===== src/rtl/pipelined_addsub_pkg.sv =====
// arith_pkg: operation encoding and configuration check for pipelined_addsub.
package arith_pkg;
    localparam logic OP_ADD = 1'b0;
    localparam logic OP_SUB = 1'b1;
    function automatic bit cfg_ok(int width, int stages);
        return stages >= 1 && stages <= width && width % stages == 0;
    endfunction
endpackage


===== src/rtl/pipelined_addsub_if.sv =====
// pipelined_addsub_if: operand/result handshake bundle for pipelined_addsub.
interface pipelined_addsub_if #(parameter int WIDTH = 16);
    logic             in_valid;
    logic             in_ready;
    logic [WIDTH-1:0] a;
    logic [WIDTH-1:0] b;
    logic             sub;
    logic             out_valid;
    logic             out_ready;
    logic [WIDTH-1:0] sum;
    logic             cout;
    logic             ovf;
    modport master (output in_valid, a, b, sub, out_ready,
                    input  in_ready, out_valid, sum, cout, ovf);
    modport slave  (input  in_valid, a, b, sub, out_ready,
                    output in_ready, out_valid, sum, cout, ovf);
endinterface


===== src/rtl/pipelined_addsub_slice.sv =====
// adder_slice: combinational SW-bit ripple adder built from full-adder cells.
module adder_slice #(
    parameter int SW = 4
) (
    input  logic [SW-1:0] a,
    input  logic [SW-1:0] b,
    input  logic          cin,
    output logic [SW-1:0] s,
    output logic          cout,
    output logic          c_msb_in
);
    logic [SW:0] c;
    assign c[0] = cin;
    for (genvar i = 0; i < SW; i++) begin : g_fa
        assign s[i]   = a[i] ^ b[i] ^ c[i];
        assign c[i+1] = (a[i] & b[i]) | (c[i] & (a[i] ^ b[i]));
    end
    assign cout     = c[SW];
    assign c_msb_in = c[SW-1];
endmodule


===== src/rtl/pipelined_addsub.sv =====
// pipelined_addsub: STAGES-deep registered ripple adder/subtractor with a
// global-stall valid/ready handshake.
module pipelined_addsub
    import arith_pkg::*;
#(
    parameter int WIDTH  = 16,
    parameter int STAGES = 4
) (
    input logic              clk,
    input logic              rst_n,
    pipelined_addsub_if.slave bus
);
    localparam int SW = WIDTH / STAGES;
    localparam int L  = STAGES - 1;

    if (!cfg_ok(WIDTH, STAGES)) begin : g_bad_cfg
        $error("pipelined_addsub: WIDTH must be a multiple of STAGES");
    end

    logic             stall;
    logic [WIDTH-1:0] a_r [STAGES];
    logic [WIDTH-1:0] b_r [STAGES];
    logic [WIDTH-1:0] s_r [STAGES];
    logic             c_r [STAGES];
    logic             v_r [STAGES];
    logic [SW-1:0]    s_c [STAGES];
    logic             co  [STAGES];
    logic             cm  [STAGES];
    logic             ovf_r;

    assign stall        = bus.out_valid & ~bus.out_ready;
    assign bus.in_ready = ~stall;

    for (genvar k = 0; k < STAGES; k++) begin : g_stage
        logic [WIDTH-1:0] a_i, b_i, s_i, s_n;
        logic             c_i, v_i;
        // b_i is already conditionally inverted, so later stages never see sub
        if (k == 0) begin : g_head
            assign a_i = bus.a;
            assign b_i = bus.b ^ {WIDTH{bus.sub == OP_SUB}};
            assign c_i = bus.sub == OP_SUB;
            assign s_i = '0;
            assign v_i = bus.in_valid;
        end else begin : g_body
            assign a_i = a_r[k-1];
            assign b_i = b_r[k-1];
            assign c_i = c_r[k-1];
            assign s_i = s_r[k-1];
            assign v_i = v_r[k-1];
        end
        adder_slice #(.SW(SW)) u_slice (
            .a        (a_i[k*SW +: SW]),
            .b        (b_i[k*SW +: SW]),
            .cin      (c_i),
            .s        (s_c[k]),
            .cout     (co[k]),
            .c_msb_in (cm[k])
        );
        always_comb begin
            s_n               = s_i;
            s_n[k*SW +: SW]   = s_c[k];
        end
        always_ff @(posedge clk) begin
            if (!rst_n) begin
                v_r[k] <= 1'b0;
                a_r[k] <= '0;
                b_r[k] <= '0;
                s_r[k] <= '0;
                c_r[k] <= 1'b0;
            end else if (!stall) begin
                v_r[k] <= v_i;
                a_r[k] <= a_i;
                b_r[k] <= b_i;
                s_r[k] <= s_n;
                c_r[k] <= co[k];
            end
        end
    end

    always_ff @(posedge clk) begin
        if (!rst_n) ovf_r <= 1'b0;
        else if (!stall) ovf_r <= co[L] ^ cm[L];
    end

    assign bus.out_valid = v_r[L];
    assign bus.sum       = s_r[L];
    assign bus.cout      = c_r[L];
    assign bus.ovf       = ovf_r;
endmodule


===== src/flat_wrapper.sv =====
// flat-port wrapper written by rule: the top's interface ports become plain ports
module pipelined_addsub_flat import arith_pkg::*;
#(
    parameter int WIDTH  = 16,
    parameter int STAGES = 4
)
  (clk, rst_n, bus_in_valid, bus_a, bus_b, bus_sub, bus_out_ready, bus_in_ready, bus_out_valid, bus_sum, bus_cout, bus_ovf);
  pipelined_addsub_if #(.WIDTH(WIDTH)) bus_i ();
  input logic clk;
  input logic rst_n;
  input wire logic [$bits(bus_i.in_valid)-1:0] bus_in_valid;
  input wire logic [$bits(bus_i.a)-1:0] bus_a;
  input wire logic [$bits(bus_i.b)-1:0] bus_b;
  input wire logic [$bits(bus_i.sub)-1:0] bus_sub;
  input wire logic [$bits(bus_i.out_ready)-1:0] bus_out_ready;
  output wire logic [$bits(bus_i.in_ready)-1:0] bus_in_ready;
  output wire logic [$bits(bus_i.out_valid)-1:0] bus_out_valid;
  output wire logic [$bits(bus_i.sum)-1:0] bus_sum;
  output wire logic [$bits(bus_i.cout)-1:0] bus_cout;
  output wire logic [$bits(bus_i.ovf)-1:0] bus_ovf;
  assign bus_i.in_valid = bus_in_valid;
  assign bus_i.a = bus_a;
  assign bus_i.b = bus_b;
  assign bus_i.sub = bus_sub;
  assign bus_i.out_ready = bus_out_ready;
  assign bus_in_ready = bus_i.in_ready;
  assign bus_out_valid = bus_i.out_valid;
  assign bus_sum = bus_i.sum;
  assign bus_cout = bus_i.cout;
  assign bus_ovf = bus_i.ovf;
  pipelined_addsub #(.WIDTH(WIDTH), .STAGES(STAGES)) u_core (.clk(clk), .rst_n(rst_n), .bus(bus_i));
endmodule

===== config.mk =====
export PLATFORM = sky130hd
export DESIGN_NAME = pipelined_addsub_flat
export DESIGN_NICKNAME = d
export VERILOG_FILES = /design/src/rtl/pipelined_addsub_pkg.sv /design/src/rtl/pipelined_addsub_if.sv /design/src/rtl/pipelined_addsub_slice.sv /design/src/rtl/pipelined_addsub.sv /design/src/flat_wrapper.sv
export SDC_FILE = /design/constraint.sdc
export NUM_CORES = 1
export LEC_CHECK = 0
export BUFFER_PORTS_ARGS = -buffer_cell sky130_fd_sc_hd__buf_2
export CELL_PAD_IN_SITES_DETAIL_PLACEMENT = 0
export CELL_PAD_IN_SITES_GLOBAL_PLACEMENT = 2
export CORE_ASPECT_RATIO = 0.8
export CORE_MARGIN = 5
export CORE_UTILIZATION = 37
export DETAILED_ROUTE_END_ITERATION = 6
export HOLD_SLACK_MARGIN = 0.1
export PLACE_DENSITY = 0.77
export REMOVE_ABC_BUFFERS = 1
export SLEW_MARGIN = 20
export SYNTH_ARGS = -nofsm -noshare
export SYNTH_HDL_FRONTEND = slang
export SYNTH_SLANG_ARGS = --single-unit

===== constraint.sdc =====
create_clock -name clk -period 3.7 [get_ports clk]
set_input_delay 0.555 -clock clk [delete_from_list [all_inputs] [get_ports clk]]
set_output_delay 0.555 -clock clk [all_outputs]
set_load 0.02 [all_outputs]

==> flow_summary_export.csv <==
group,metric,value,unit
run_status,status,"complete, no violations",
synthesis,ys_ff_latch,97,
pwr,leakage,2.26,nW
global_routing,grt_max_degree,95,
timing,fin_crit,2.50,ns
global_routing,globalRouteTotalUtil,0.0969,
clock_network,holdBufCountCts,0,
global_routing,grt_pass1_vias,2069,
clock_network,cts_resized,0,
global_routing,overflow,0,
synthesis,syn_area,0.00416,mm2
final_layout,fin_nets,374,
placed_design,place.gp.congestion,0.715,
setup_path,arrival,2.59,ns
floorplanning,core,0.0109,mm2
timing,worst_pin_slew,0.845,ns
clock_network,cts-root-buf,"clkbuf_16",
pwr,power.density,474,mW/mm2
setup_path,required,3.79,ns
global_routing,grt_use_met1,0.127,
clock_network,cts_made_buffers,9,
timing,max_freq,400,MHz
drt,wire_per_inst,13.2,um
global_routing,met3_usage,0.0337,
setup_path,startpoint_type,"flop",
floorplanning,io_pins,57,
drt,dr.pass1.iters,4,
hold_path,hold_path_class,"reg -> reg",
flow_run,drv_cap,0,
clock_network,clk_pin_slew_worst_paths,0.06,ns
global_routing,top_usage_layer,"met2",
final_layout,multi_input_area,0.00107,mm2
clock_network,cts.sinks,97,
final_layout,area_growth,14.7,%
drt,routed_wl,6230,um
setup_path,worstSetupPathType,"reg -> reg",
timing,slew_headroom,0.437,
final_layout,nFillCells,953,
drt,first_iter_violations,198,
synthesis,syn_area_per_cell,15.2,um2
timing,finalCritPeriodShare,0.676,
setup_path,rr_worst_depth,7,
floorplanning,start_util,0.380,
setup_path,endpoint_kind,"flop",
global_routing,grt_pass1_wl,10300,um
synthesis,seq_area_frac_synth,0.693,
final_layout,final_area,0.00477,mm2
global_routing,grtUsageMet2,0.150,
synthesis,syn_inst,273,
timing,final-max-slew-violation-count,0,
timing,finClkSkew,0.00386,ns
clock_network,post-cts-setup-buffers,0,
placed_design,numPortBuffers,56,
placed_design,hpwl,3580,um
floorplanning,die_area,0.0135,mm2
final_layout,register_area,0.00288,mm2
drt,vias,2148,
timing,hold_violations,0,
drt,antenna_left,0,
floorplanning,num_rows,34,
setup_path,crit_fanout,2,
placed_design,place_area,0.00451,mm2
global_routing,antenna_found_initial,0,
final_layout,layout_common_cells,"edfxtp_1, and3_1, buf_2, inv_1, nor2_1",
final_layout,drive_gt1_frac,0.229,
timing,rsz0062_at_grt,"no",
clock_network,cts_tree,"yes",
floorplanning,die_y,105,um
drt,drc,0,
synthesis,yosysWarnings,0,
drt,via_per_inst,4.56,
pwr,ir_drop,0.216,mV
timing,finalSetupTns,0,ns
clock_network,cts_max_path_buffers,2,
clock_network,clk_latency,0.33,ns
final_layout,n_antenna_cell,0,
clock_network,h-tree-depth,3,
pwr,finalPower,0.00226,W
floorplanning,die_x,129,um
synthesis,yosysUniqueCellTypes,24,
timing,setup_viol,0,
hold_path,whs_path_depth,2,
final_layout,layout_commonest_cell,"edfxtp_1",
flip-flops by register name, summed over array words and instances (netlist names):
signal          count
u_core.bus.ovf      1
u_core.s_r         40
u_core.b_r         24
u_core.v_r          4
u_core.a_r         24
u_core.c_r          4
synthesized netlist by cell type:
| library cell | number | share of area |
|---|---|---|
| a21oi_1 | 1 | 0.0012 |
| and3_1 | 74 | 0.11 |
| buf_2 | 2 | 0.0024 |
| buf_4 | 3 | 0.0054 |
| buf_6 | 3 | 0.0081 |
| buf_8 | 1 | 0.0036 |
| clkbuf_1 | 6 | 0.0054 |
| clkbuf_2 | 6 | 0.0072 |
| dfxtp_1 | 3 | 0.014 |
| edfxtp_1 | 94 | 0.68 |
| fa_1 | 15 | 0.072 |
| inv_1 | 19 | 0.017 |
| mux2i_1 | 2 | 0.0048 |
| nand2_1 | 1 | 0.00090 |
| nand2_4 | 1 | 0.0027 |
| nand2b_1 | 1 | 0.0015 |
| nand3b_1 | 1 | 0.0018 |
| nor2_1 | 17 | 0.015 |
| nor2_2 | 3 | 0.0045 |
| nor2b_1 | 1 | 0.0015 |
| o211a_1 | 1 | 0.0024 |
| o21ai_0 | 1 | 0.0012 |
| xnor2_1 | 16 | 0.034 |
| xor2_1 | 1 | 0.0021 |
logic make-up (layout without fill, tap and decap cells):
family	count (synthesis)	after routing	synth area share
flops	97	97	0.693
mux	2	2	0.00482
xor+xnor	17	17	0.0358
fa+ha+maj	15	15	0.0722
compound gates	3	3	0.00481
buf+inv	40	94	0.0494
simple gates	99	99	0.140
report_power, final:
| group | internal, W | leakage [nW] | switching (W) | total [W] |
|---|---|---|---|---|
| Sequential | 0.00128 | 1.14 | 0.0000184 | 0.00130 |
| Clock | 0.000444 | 0.126 | 0.000355 | 0.000799 |
| Combinational | 0.0000735 | 0.988 | 0.0000851 | 0.000159 |
metrics by stage:
step | worst slack (ns) | hold WS, ns | utilization | cells
after floorplan | -0.110 | 0.474 | - | 252
after global placement | 1.16 | 0.487 | 0.412 | 455
after detailed placement | 1.12 | 0.513 | 0.412 | 455
after CTS | 1.17 | 0.519 | 0.436 | 471
after global routing | 1.06 | 0.519 | 0.436 | 471
final | 1.20 | 0.519 | 0.436 | 471
per-layer routing:
metal | part of all wire | vias to the layer above
met3 | 0.047 | 6
met4 | 0.014 | 0
met5 | 0 | -
li1 | - | 1063
met1 | 0.45 | 1042
met2 | 0.49 | 37
final cells by class:
cell class                      instances  area share
Clock buffer                           10      0.0480
Clock inverter                          6     0.00525
Inverter                               19      0.0150
Multi-Input combinational cell        136       0.225
Sequential cell                        97       0.605
Tap cell                              144      0.0378
Timing Repair Buffer                   59      0.0643
path summary, 6_finish.rpt:
kind / slack (ns) / from / end
setup / recovery: 1.20 / u_core.b_r[1][12] / u_core.c_r[3]
hold / removal: 0.52 / u_core.v_r[2] / u_core.v_r[2]
setup reg to reg: 1.20 / u_core.b_r[1][12] / u_core.c_r[3]
hold reg to reg: 0.52 / u_core.v_r[2] / u_core.v_r[2]
critical path: stages, from the launching register on:
cell and delay, ns:
edfxtp_1 0.39, fa_1 0.42, inv_1 0.09, fa_1 0.17
inv_1 0.05, fa_1 0.48, fa_1 0.47, and3_1 0.18
Power figures use the tool's default switching activity.
